[src/rtl/rc_servo_core_multi_if.sv]
`default_nettype none
// ============================================================================
//  Module   : rc_servo_core_multi_if
//  Purpose  : Bundles the run control, comparator inputs and servo outputs of
//             rc_servo_core_multi into one interface.
//  Signals  : ena           run enable (0 = counters held, outputs low)
//             comp_async_i  async comparator per channel (1 = widen pulse)
//             hold_i        per-channel freeze of the pulse width
//             pwm_o         registered servo PWM per channel
//             frame_o       1-clk pulse at the start of each frame
//             at_limit_o    per-channel flag: width sits at PW_MIN or PW_MAX
//             pw_o          packed pulse widths, ch i at [i*CNT_W +: CNT_W]
//  Modports : master (drives controls, observes outputs), slave (the core)
//  Revision : 1.0  initial release
// ============================================================================
interface rc_servo_core_multi_if #(
   parameter int N_CH  = 2,
   parameter int CNT_W = 15
);
   logic                    ena;
   logic [N_CH-1:0]         comp_async_i;
   logic [N_CH-1:0]         hold_i;
   logic [N_CH-1:0]         pwm_o;
   logic                    frame_o;
   logic [N_CH-1:0]         at_limit_o;
   logic [N_CH*CNT_W-1:0]   pw_o;

   modport master (
      output ena, comp_async_i, hold_i,
      input  pwm_o, frame_o, at_limit_o, pw_o
   );

   modport slave (
      input  ena, comp_async_i, hold_i,
      output pwm_o, frame_o, at_limit_o, pw_o
   );
endinterface
`default_nettype wire

[src/rtl/rc_servo_core_multi.sv]
`default_nettype none
// ============================================================================
//  Module   : rc_servo_core_multi
//  Purpose  : N-channel bang-bang RC-servo core. A shared prescaler and frame
//             counter generate the PWM frame; each channel steps its pulse
//             width up or down by STEP once per frame according to its
//             synchronised comparator, clamped to [PW_MIN, PW_MAX].
//  Ports    : clk    system clock
//             rst_n  synchronous active-low reset
//             bus    rc_servo_core_multi_if.slave (controls in, servo outs)
//  Revision : 1.0  initial release
// ============================================================================
module rc_servo_core_multi #(
   parameter int N_CH        = 2,
   parameter int CNT_W       = 15,
   parameter int PRESCALE    = 50,
   parameter int FRAME_TICKS = 20000,
   parameter int PW_MIN      = 1000,
   parameter int PW_MAX      = 2000,
   parameter int PW_CENTER   = 1500,
   parameter int STEP        = 10
) (
   input  logic                 clk,
   input  logic                 rst_n,
   rc_servo_core_multi_if.slave bus
);

   localparam int              PS_W       = (PRESCALE > 1) ? $clog2(PRESCALE) : 1;
   localparam logic [PS_W-1:0] PS_LAST    = PS_W'(PRESCALE - 1);
   localparam logic [CNT_W-1:0] FRAME_LAST = CNT_W'(FRAME_TICKS - 1);
   localparam logic [CNT_W-1:0] PW_MIN_C   = CNT_W'(PW_MIN);
   localparam logic [CNT_W-1:0] PW_MAX_C   = CNT_W'(PW_MAX);
   localparam logic [CNT_W-1:0] PW_CTR_C   = CNT_W'(PW_CENTER);
   localparam logic [CNT_W-1:0] STEP_C     = CNT_W'(STEP);
   // Extended-width clamp thresholds so the step arithmetic cannot wrap
   localparam logic [CNT_W:0]   PW_MAX_X   = (CNT_W+1)'(PW_MAX);
   localparam logic [CNT_W:0]   STEP_X     = (CNT_W+1)'(STEP);
   localparam logic [CNT_W:0]   DN_FLOOR_X = (CNT_W+1)'(PW_MIN + STEP);

   logic [PS_W-1:0]        prescaler;
   logic [CNT_W-1:0]       frame_cnt;
   logic                   frame_pulse;
   logic                   tick;
   logic                   frame_end;

   logic [N_CH-1:0]        pwm_bits;
   logic [N_CH-1:0]        limit_bits;
   logic [N_CH*CNT_W-1:0]  pw_bits;

   // tick is gated by ena so a PRESCALE of 1 cannot advance a stopped frame
   assign tick      = bus.ena && (prescaler == PS_LAST);
   assign frame_end = tick && (frame_cnt == FRAME_LAST);

   always_ff @(posedge clk) begin
      if (!rst_n) begin
         prescaler   <= '0;
         frame_cnt   <= '0;
         frame_pulse <= 1'b0;
      end else if (!bus.ena) begin
         prescaler   <= '0;
         frame_cnt   <= '0;
         frame_pulse <= 1'b0;
      end else begin
         prescaler   <= tick ? '0 : prescaler + 1'b1;
         if (tick) begin
            frame_cnt <= frame_end ? '0 : frame_cnt + 1'b1;
         end
         // Marks the edge on which frame_cnt returns to 0
         frame_pulse <= frame_end;
      end
   end

   for (genvar i = 0; i < N_CH; i++) begin : g_ch
      logic [1:0]       sync;
      logic [CNT_W-1:0] pw;
      logic             pwm;
      logic             at_lim;
      logic [CNT_W:0]   pw_up;
      logic [CNT_W-1:0] pw_next_up;
      logic [CNT_W-1:0] pw_next_dn;

      always_comb begin
         pw_up      = {1'b0, pw} + STEP_X;
         pw_next_up = (pw_up > PW_MAX_X) ? PW_MAX_C : pw_up[CNT_W-1:0];
         pw_next_dn = ({1'b0, pw} < DN_FLOOR_X) ? PW_MIN_C : (pw - STEP_C);
      end

      always_ff @(posedge clk) begin
         if (!rst_n) begin
            sync   <= 2'b00;
            pw     <= PW_CTR_C;
            pwm    <= 1'b0;
            at_lim <= 1'b0;
         end else begin
            sync   <= {sync[0], bus.comp_async_i[i]};
            pwm    <= bus.ena && (frame_cnt < pw);
            at_lim <= (pw == PW_MIN_C) || (pw == PW_MAX_C);
            // Width only moves on the last clk of a frame, so the pulse in
            // progress is never reshaped and the new width starts at count 0
            if (frame_end && !bus.hold_i[i]) begin
               pw <= sync[1] ? pw_next_up : pw_next_dn;
            end
         end
      end

      assign pwm_bits[i]                 = pwm;
      assign limit_bits[i]               = at_lim;
      assign pw_bits[i*CNT_W +: CNT_W]   = pw;
   end

   assign bus.pwm_o      = pwm_bits;
   assign bus.frame_o    = frame_pulse;
   assign bus.at_limit_o = limit_bits;
   assign bus.pw_o       = pw_bits;

endmodule
`default_nettype wire

[src/flat_wrapper.sv]
// flat-port wrapper written by rule: the top's interface ports become plain ports
module rc_servo_core_multi_flat 
#(
   parameter int N_CH        = 2,
   parameter int CNT_W       = 15,
   parameter int PRESCALE    = 50,
   parameter int FRAME_TICKS = 20000,
   parameter int PW_MIN      = 1000,
   parameter int PW_MAX      = 2000,
   parameter int PW_CENTER   = 1500,
   parameter int STEP        = 10
)
  (clk, rst_n, bus_ena, bus_comp_async_i, bus_hold_i, bus_pwm_o, bus_frame_o, bus_at_limit_o, bus_pw_o);
  rc_servo_core_multi_if #(.N_CH(N_CH), .CNT_W(CNT_W)) bus_i ();
  input  logic clk;
  input  logic rst_n;
  input wire logic [$bits(bus_i.ena)-1:0] bus_ena;
  input wire logic [$bits(bus_i.comp_async_i)-1:0] bus_comp_async_i;
  input wire logic [$bits(bus_i.hold_i)-1:0] bus_hold_i;
  output wire logic [$bits(bus_i.pwm_o)-1:0] bus_pwm_o;
  output wire logic [$bits(bus_i.frame_o)-1:0] bus_frame_o;
  output wire logic [$bits(bus_i.at_limit_o)-1:0] bus_at_limit_o;
  output wire logic [$bits(bus_i.pw_o)-1:0] bus_pw_o;
  assign bus_i.ena = bus_ena;
  assign bus_i.comp_async_i = bus_comp_async_i;
  assign bus_i.hold_i = bus_hold_i;
  assign bus_pwm_o = bus_i.pwm_o;
  assign bus_frame_o = bus_i.frame_o;
  assign bus_at_limit_o = bus_i.at_limit_o;
  assign bus_pw_o = bus_i.pw_o;
  rc_servo_core_multi #(.N_CH(N_CH), .CNT_W(CNT_W), .PRESCALE(PRESCALE), .FRAME_TICKS(FRAME_TICKS), .PW_MIN(PW_MIN), .PW_MAX(PW_MAX), .PW_CENTER(PW_CENTER), .STEP(STEP)) u_core (.clk(clk), .rst_n(rst_n), .bus(bus_i));
endmodule
[config.mk]
export PLATFORM = sky130hd
export DESIGN_NAME = rc_servo_core_multi_flat
export DESIGN_NICKNAME = d
export VERILOG_FILES = /design/src/rtl/rc_servo_core_multi_if.sv /design/src/rtl/rc_servo_core_multi.sv /design/src/flat_wrapper.sv
export SDC_FILE = /design/constraint.sdc
export NUM_CORES = 1
export LEC_CHECK = 0
export ABC_AREA = 1
export CORE_ASPECT_RATIO = 0.9
export CORE_UTILIZATION = 60
export CTS_CLUSTER_SIZE = 10
export DETAILED_ROUTE_END_ITERATION = 6
export GPL_ROUTABILITY_DRIVEN = 0
export PLACE_DENSITY = 0.83
export SYNTH_ARGS = -nofsm -noshare
export SYNTH_HDL_FRONTEND = slang
export SYNTH_SLANG_ARGS = --single-unit
[constraint.sdc]
create_clock -name clk -period 3.66 [get_ports clk]
set_input_delay 0.549 -clock clk [delete_from_list [all_inputs] [get_ports clk]]
set_output_delay 0.549 -clock clk [all_outputs]
set_load 0.05 [all_outputs]
# [Word level (Yosys, flattened, before mapping)]
# Index checks and enable logic that the tools add are counted.
[totals] mem_bits_ro=0 latchBits=0 inputBits=7 regBits=60 word_cells=50 ramBits=0 output_inout_bits=35 n_memories=0
[op_classes] bitwise=2 n_lt_le_gt_ge=6 div_mod_pow=0 n_mul=0 shift=0 reduce_logical=12 mux=7 n_eq_ne=6 addsub=6
[op_table] cell="2-to-1 mux 15 bit" n=7
[op_table] cell="adder 15 x 4 -> 16 bit (second input constant)" n=2
[op_table] cell="greater-than comparator 16 x 11 -> 1 bit (second input constant)" n=2
[op_table] cell="== test 15 x 10 -> 1 bit (second input constant)" n=2
[op_table] cell="== test 15 x 11 -> 1 bit (second input constant)" n=2
[op_table] cell="less-than comparator 15 x 10 -> 1 bit (second input constant)" n=2
[op_table] cell="less-than comparator 15 bit" n=2
[op_table] cell="subtractor 15 x 4 -> 15 bit (second input constant)" n=2
[op_table] cell="adder 15 x 1 -> 15 bit (second input constant)" n=1
[op_table] cell="== test 15 bit (second input constant)" n=1
[op_table] cell="adder 6 x 1 -> 6 bit (second input constant)" n=1
[op_table] cell="== test 6 bit (second input constant)" n=1
[op_table] cell="logical AND 1 bit" n=6
[op_table] cell="OR reduction 3 bit" n=1
[op_table] cell="zero test 1 bit" n=2
[op_table] cell="logical OR 1 bit" n=2
[op_table] cell="NOT 1 bit" n=2
[op_table] cell="AND reduction 2 bit" n=1

# [Depth between registers and ports, before layout]
[depth] word_depth=4 ltp_mapped=14 mapped_depth_nobuf=14

# [Worst setup path before layout]
# Ideal clock, no wire load.
[synth_path] path_type="register -> register" from="register u_core.g_ch[1].pw[2]" to="register u_core.g_ch[1].pw[8]" period_less_slack_ns=2.127 path_buffers=0 arrival_time_ns=2.008 path_stages_with_launch=15 required_ns=3.541 setup_ns=0.119 path_slack_ns=1.533 cell_sequence="dfxtp_1 > ha_1 > nor2_1 > nor2_1 > nand3_1 > nand2_1 > nand2_1 > inv_1 > nand3_1 > nor2_2 > nand2_1 > inv_1 > nand2_1 > o21ai_0 > nand2_1"
[synth_via] elab_chain_cells=4 elab_cells_between_ends=7 classes_between="2 x add/sub; 2 x order compare; 3 x mux"
[synth_rtl] element="start, declared" line_no="rc_servo_core_multi.sv:75" text="logic [CNT_W-1:0] pw;"
[synth_rtl] element="start signal, assigned" line_no="rc_servo_core_multi.sv:101" text="pw <= sync[1] ? pw_next_up : pw_next_dn;"
[synth_rtl] element="adder 15 x 4 -> 16 bit" line_no="rc_servo_core_multi.sv:83" text="pw_up = {1'b0, pw} + STEP_X;"
[synth_rtl] element="greater-than comparator 16 x 11 -> 1 bit" line_no="rc_servo_core_multi.sv:84" text="pw_next_up = (pw_up > PW_MAX_X) ? PW_MAX_C : pw_up[CNT_W-1:0];"
[synth_rtl] element="2-to-1 mux 15 bit" line_no="rc_servo_core_multi.sv:84"
[synth_rtl] element="2-to-1 mux 15 bit (*)" line_no="rc_servo_core_multi.sv:101"
# Mark *: on every way between the ends. The rest lies on a longest branch, timed or not.
# A chain may end at the register's enable or synchronous reset.

# [Worst setup path after layout]
[layout_path] from="input port bus_ena" to="register u_core.g_ch[1].pw[7]"
[layout_via] elab_chain_cells=3
[layout_rtl] element="start, declared" line_no="flat_wrapper.sv:17" text="input wire logic [$bits(bus_i.ena)-1:0] bus_ena;"
[layout_rtl] element="logical AND 1 bit" line_no="rc_servo_core_multi.sv:51" text="assign tick = bus.ena && (prescaler == PS_LAST);"
[layout_rtl] element="logical AND 1 bit" line_no="rc_servo_core_multi.sv:52" text="assign frame_end = tick && (frame_cnt == FRAME_LAST);"
[layout_rtl] element="logical AND 1 bit" line_no="rc_servo_core_multi.sv:100" text="if (frame_end && !bus.hold_i[i]) begin"
# No other way between the ends.

==> results.ini <==
[status]
status=completed

[sta]
setup_ws_ns=1.085
worst-slew-pin-transition_ns=0.5512
setup_total_negative_slack_ns=0
max_clock_freq_mhz=388.4
period_minus_slack_ns=2.575
slew_viol_final=0
post-route-period-util_pct=70.35
max_slew_margin_pct=62.30
rsz0062_at_grt=false
timing_hold_violations_final=0
setup_viol=0
fin_worst_skew_ns=0.01007
whs_ns=0.4327

[global_route]
grt_max_degree=20
grtUsageMet3_pct=7.801
grt_use_total_pct=34.30
globalRouteMet2Util_pct=52.27
grt_pass1_vias=4812
grt_use_met1_pct=47.42
antenna_found_initial=0
busiest_layer=met2
gr-total-overflow=0
grt_pass1_wl_mm=22.30

[worst_setup_path]
r2r_slack_ns=1.40
crit_path_max_incr_delay_ns=0.56
crit_required_ns=3.94
cpMostUsedCell=nand3_2
slowest_stage=clkdlybuf4s50_1
critPathBufInv=3
reg2reg_from=u_core.g_ch[1].pw[2]
timing.rr.end=u_core.g_ch[1].pw[8]
path_class=in2reg
crit_chain=clkdlybuf4s50_1 -> nand2_1 -> nor4_4 -> buf_4 -> nand3_2 -> nor2_2 -> nand3_2 -> clkinv_2 -> o21ai_0 -> o21ai_1
crit_family=simple AND/OR/NAND/NOR gates
critPathMaxFanout=12
crit_path_start_kind=input pin
ff2ff_path_depth=14
cp-end-kind=flip-flop
critPathArrivalTime_ns=2.85

[power_and_ir_drop]
power.share.switching_pct=24.64
pwr-share-comb_pct=4.0
internal-power_mw=1.039
ir_worst_vdd_mv=0.2864
clkPwrFrac_pct=49.7
powerDensity_nw_per_um2=258.8
p_leak_nw=2.395
p_switching_uw=339.7
power_frac_seq_pct=46.3

[cts]
numCtsBuffers=9
cts_setup_buffers=0
path_clk_slew_ns=0.08
clock-root-buffer=clkbuf_8
cts.sinks=58
htreeDepth=3
cts_hold_buffers=0
cts_resized=0
clock_latency_ns=0.34
clockBufferDepth=2
cts_tree=built

[min_path]
min_from=u_core.g_ch[0].sync[0]
min_path_type=reg2reg
min_path_cells=2
whs_endpoint=u_core.g_ch[0].sync[1]

[yosys]
ys_ff_latch=58
syn_inst=752
synth_edf_count=0
synthArstFlopShare_pct=0
synthFlopType=dfxtp_1
synth.distinct_cells=42
postSynthAreaPerCell_sq_um=6.253
synth_top_cell_by_area=dfxtp_1
yosysMostFrequentCell=nand2_1
yosys-top-cells-count=nand2_1, nor2_1, inv_1
yosysWarnings=0
synth_top_area_share_pct=24.69
seq_area_frac_synth_pct=24.69
synthesis.area_sq_um=4702
yosys-top-cells-area=dfxtp_1, nand2_1, ha_1

[floorplanning]
die_area_sq_um=8195
start_util_pct=62.01
core_sq_um=7582
core.rowCount=30
die_w_microns=95.32
dieHeight_microns=85.98
io_pins=42

[cells_and_area]
multi_input_area_sq_um=3079
area_delta_synth_final_pct=13.30
fin_util_pct=70.26
fin_nets=826
register_area_sq_um=1161
n_fill_cell=686
drive_above_1_share_pct=6.210
antenna_cells=0

[routing]
via_per_inst=6.023
detail_route.wl_per_cell_microns=15.12
drc=0
first_pass_iters=6
first_iter_violations=489
num_vias=5330
finalWirelength_mm=13.38
ant_nets=0

[placed_design]
place_ws_ns=0.7803
io_buffers=39
dp_hpwl_mm=10.15

[flow_run]
drv_cap=0

per-stage QoR:
stage               power [mW]  instances  area (sq um)
global placement        0.7062        869          5102
finish                   1.379        885          5328
floorplan               0.6905        753          4706
CTS                      1.377        885          5328
global route             1.415        885          5328
detailed placement      0.7071        869          5102
sequential cells by signal, summed over array words and instances (netlist names):
signal              cells
u_core.frame_cnt       15
u_core.g_ch.sync        4
u_core.bus.frame_o      1
u_core.prescaler        6
u_core.g_ch.at_lim      2
u_core.g_ch.pw         28
u_core.g_ch.pwm         2
worst reg2reg max path, delay by kind of cell, from the launching register on:
kind                       cells  cell delay (ns)
and+or+nand+nor               10             1.17
DFF                            1             0.46
adders and majority gates      1             0.28
buffers and inverters          2             0.16
AOI/OAI and AO/OA              1             0.10
power groups by stage:
stage / Combinational, mW / Clock, mW / Sequential (mW)
2_1_floorplan: 0.0390 / 0 / 0.651
3_3_place_gp: 0.0529 / 0 / 0.653
3_5_place_dp: 0.0536 / 0 / 0.654
4_1_cts: 0.0537 / 0.685 / 0.639
5_1_grt: 0.0604 / 0.715 / 0.639
6_report: 0.0553 / 0.685 / 0.639
placed cells by master (no fill, tap or decap), types with 5 or more instances in the layout:
cell type,netlist,final
ha_1,35,35
nand3_1,66,66
nand2_1,190,190
o21ai_0,33,33
nand2_2,8,8
dfxtp_1,58,58
clkbuf_8,0,9
nor3_1,15,15
a21oi_1,58,58
nor2_2,5,5
inv_1,79,79
nand3b_1,5,5
xor2_1,14,14
clkdlybuf4s50_1,0,39
a31oi_1,10,10
nand4_1,22,22
inv_2,5,5
nor2_1,85,85
kinds of logic (layout without fill, tap and decap cells):
group | count (synthesis) | count (layout) | synth area share [%]
other | 1 | 2 | 0.07975
flip-flops | 58 | 58 | 24.69
XOR/XNOR | 15 | 15 | 2.794
AO/OA/AOI/OAI | 118 | 118 | 13.60
adder cells (fa/ha/maj) | 35 | 35 | 9.313
buffers and inverters | 110 | 146 | 9.899
AND/OR/NAND/NOR | 415 | 415 | 39.62
metal layers:
layer,up-vias,routed length [microns]
li1,2564,-
met4,0,233
met1,2389,5729
met5,-,0
met2,338,5858
met3,39,1560
cell type report:
cell class                 instances  area share, %
clock buffer                       9          2.325
clock inverter                     7          1.902
inverter                          89          6.318
multi-input combinational        585          57.80
sequential                        58          21.79
tap                               96          2.255
timing repair buffer              41          7.609
worst max path at each step:
stage                                     from              endpoint  cells past startpoint
after floorplan           u_core.g_ch[1].pw[2]  u_core.g_ch[1].pw[8]                     14
after global placement                 bus_ena  u_core.g_ch[1].pw[7]                     10
after detailed placement               bus_ena  u_core.g_ch[1].pw[7]                     10
after CTS                              bus_ena  u_core.g_ch[1].pw[7]                     10
after global routing                   bus_ena  u_core.g_ch[1].pw[7]                     10
final                                  bus_ena  u_core.g_ch[1].pw[7]                     10
No activity file was read; power rests on OpenSTA's default activity.
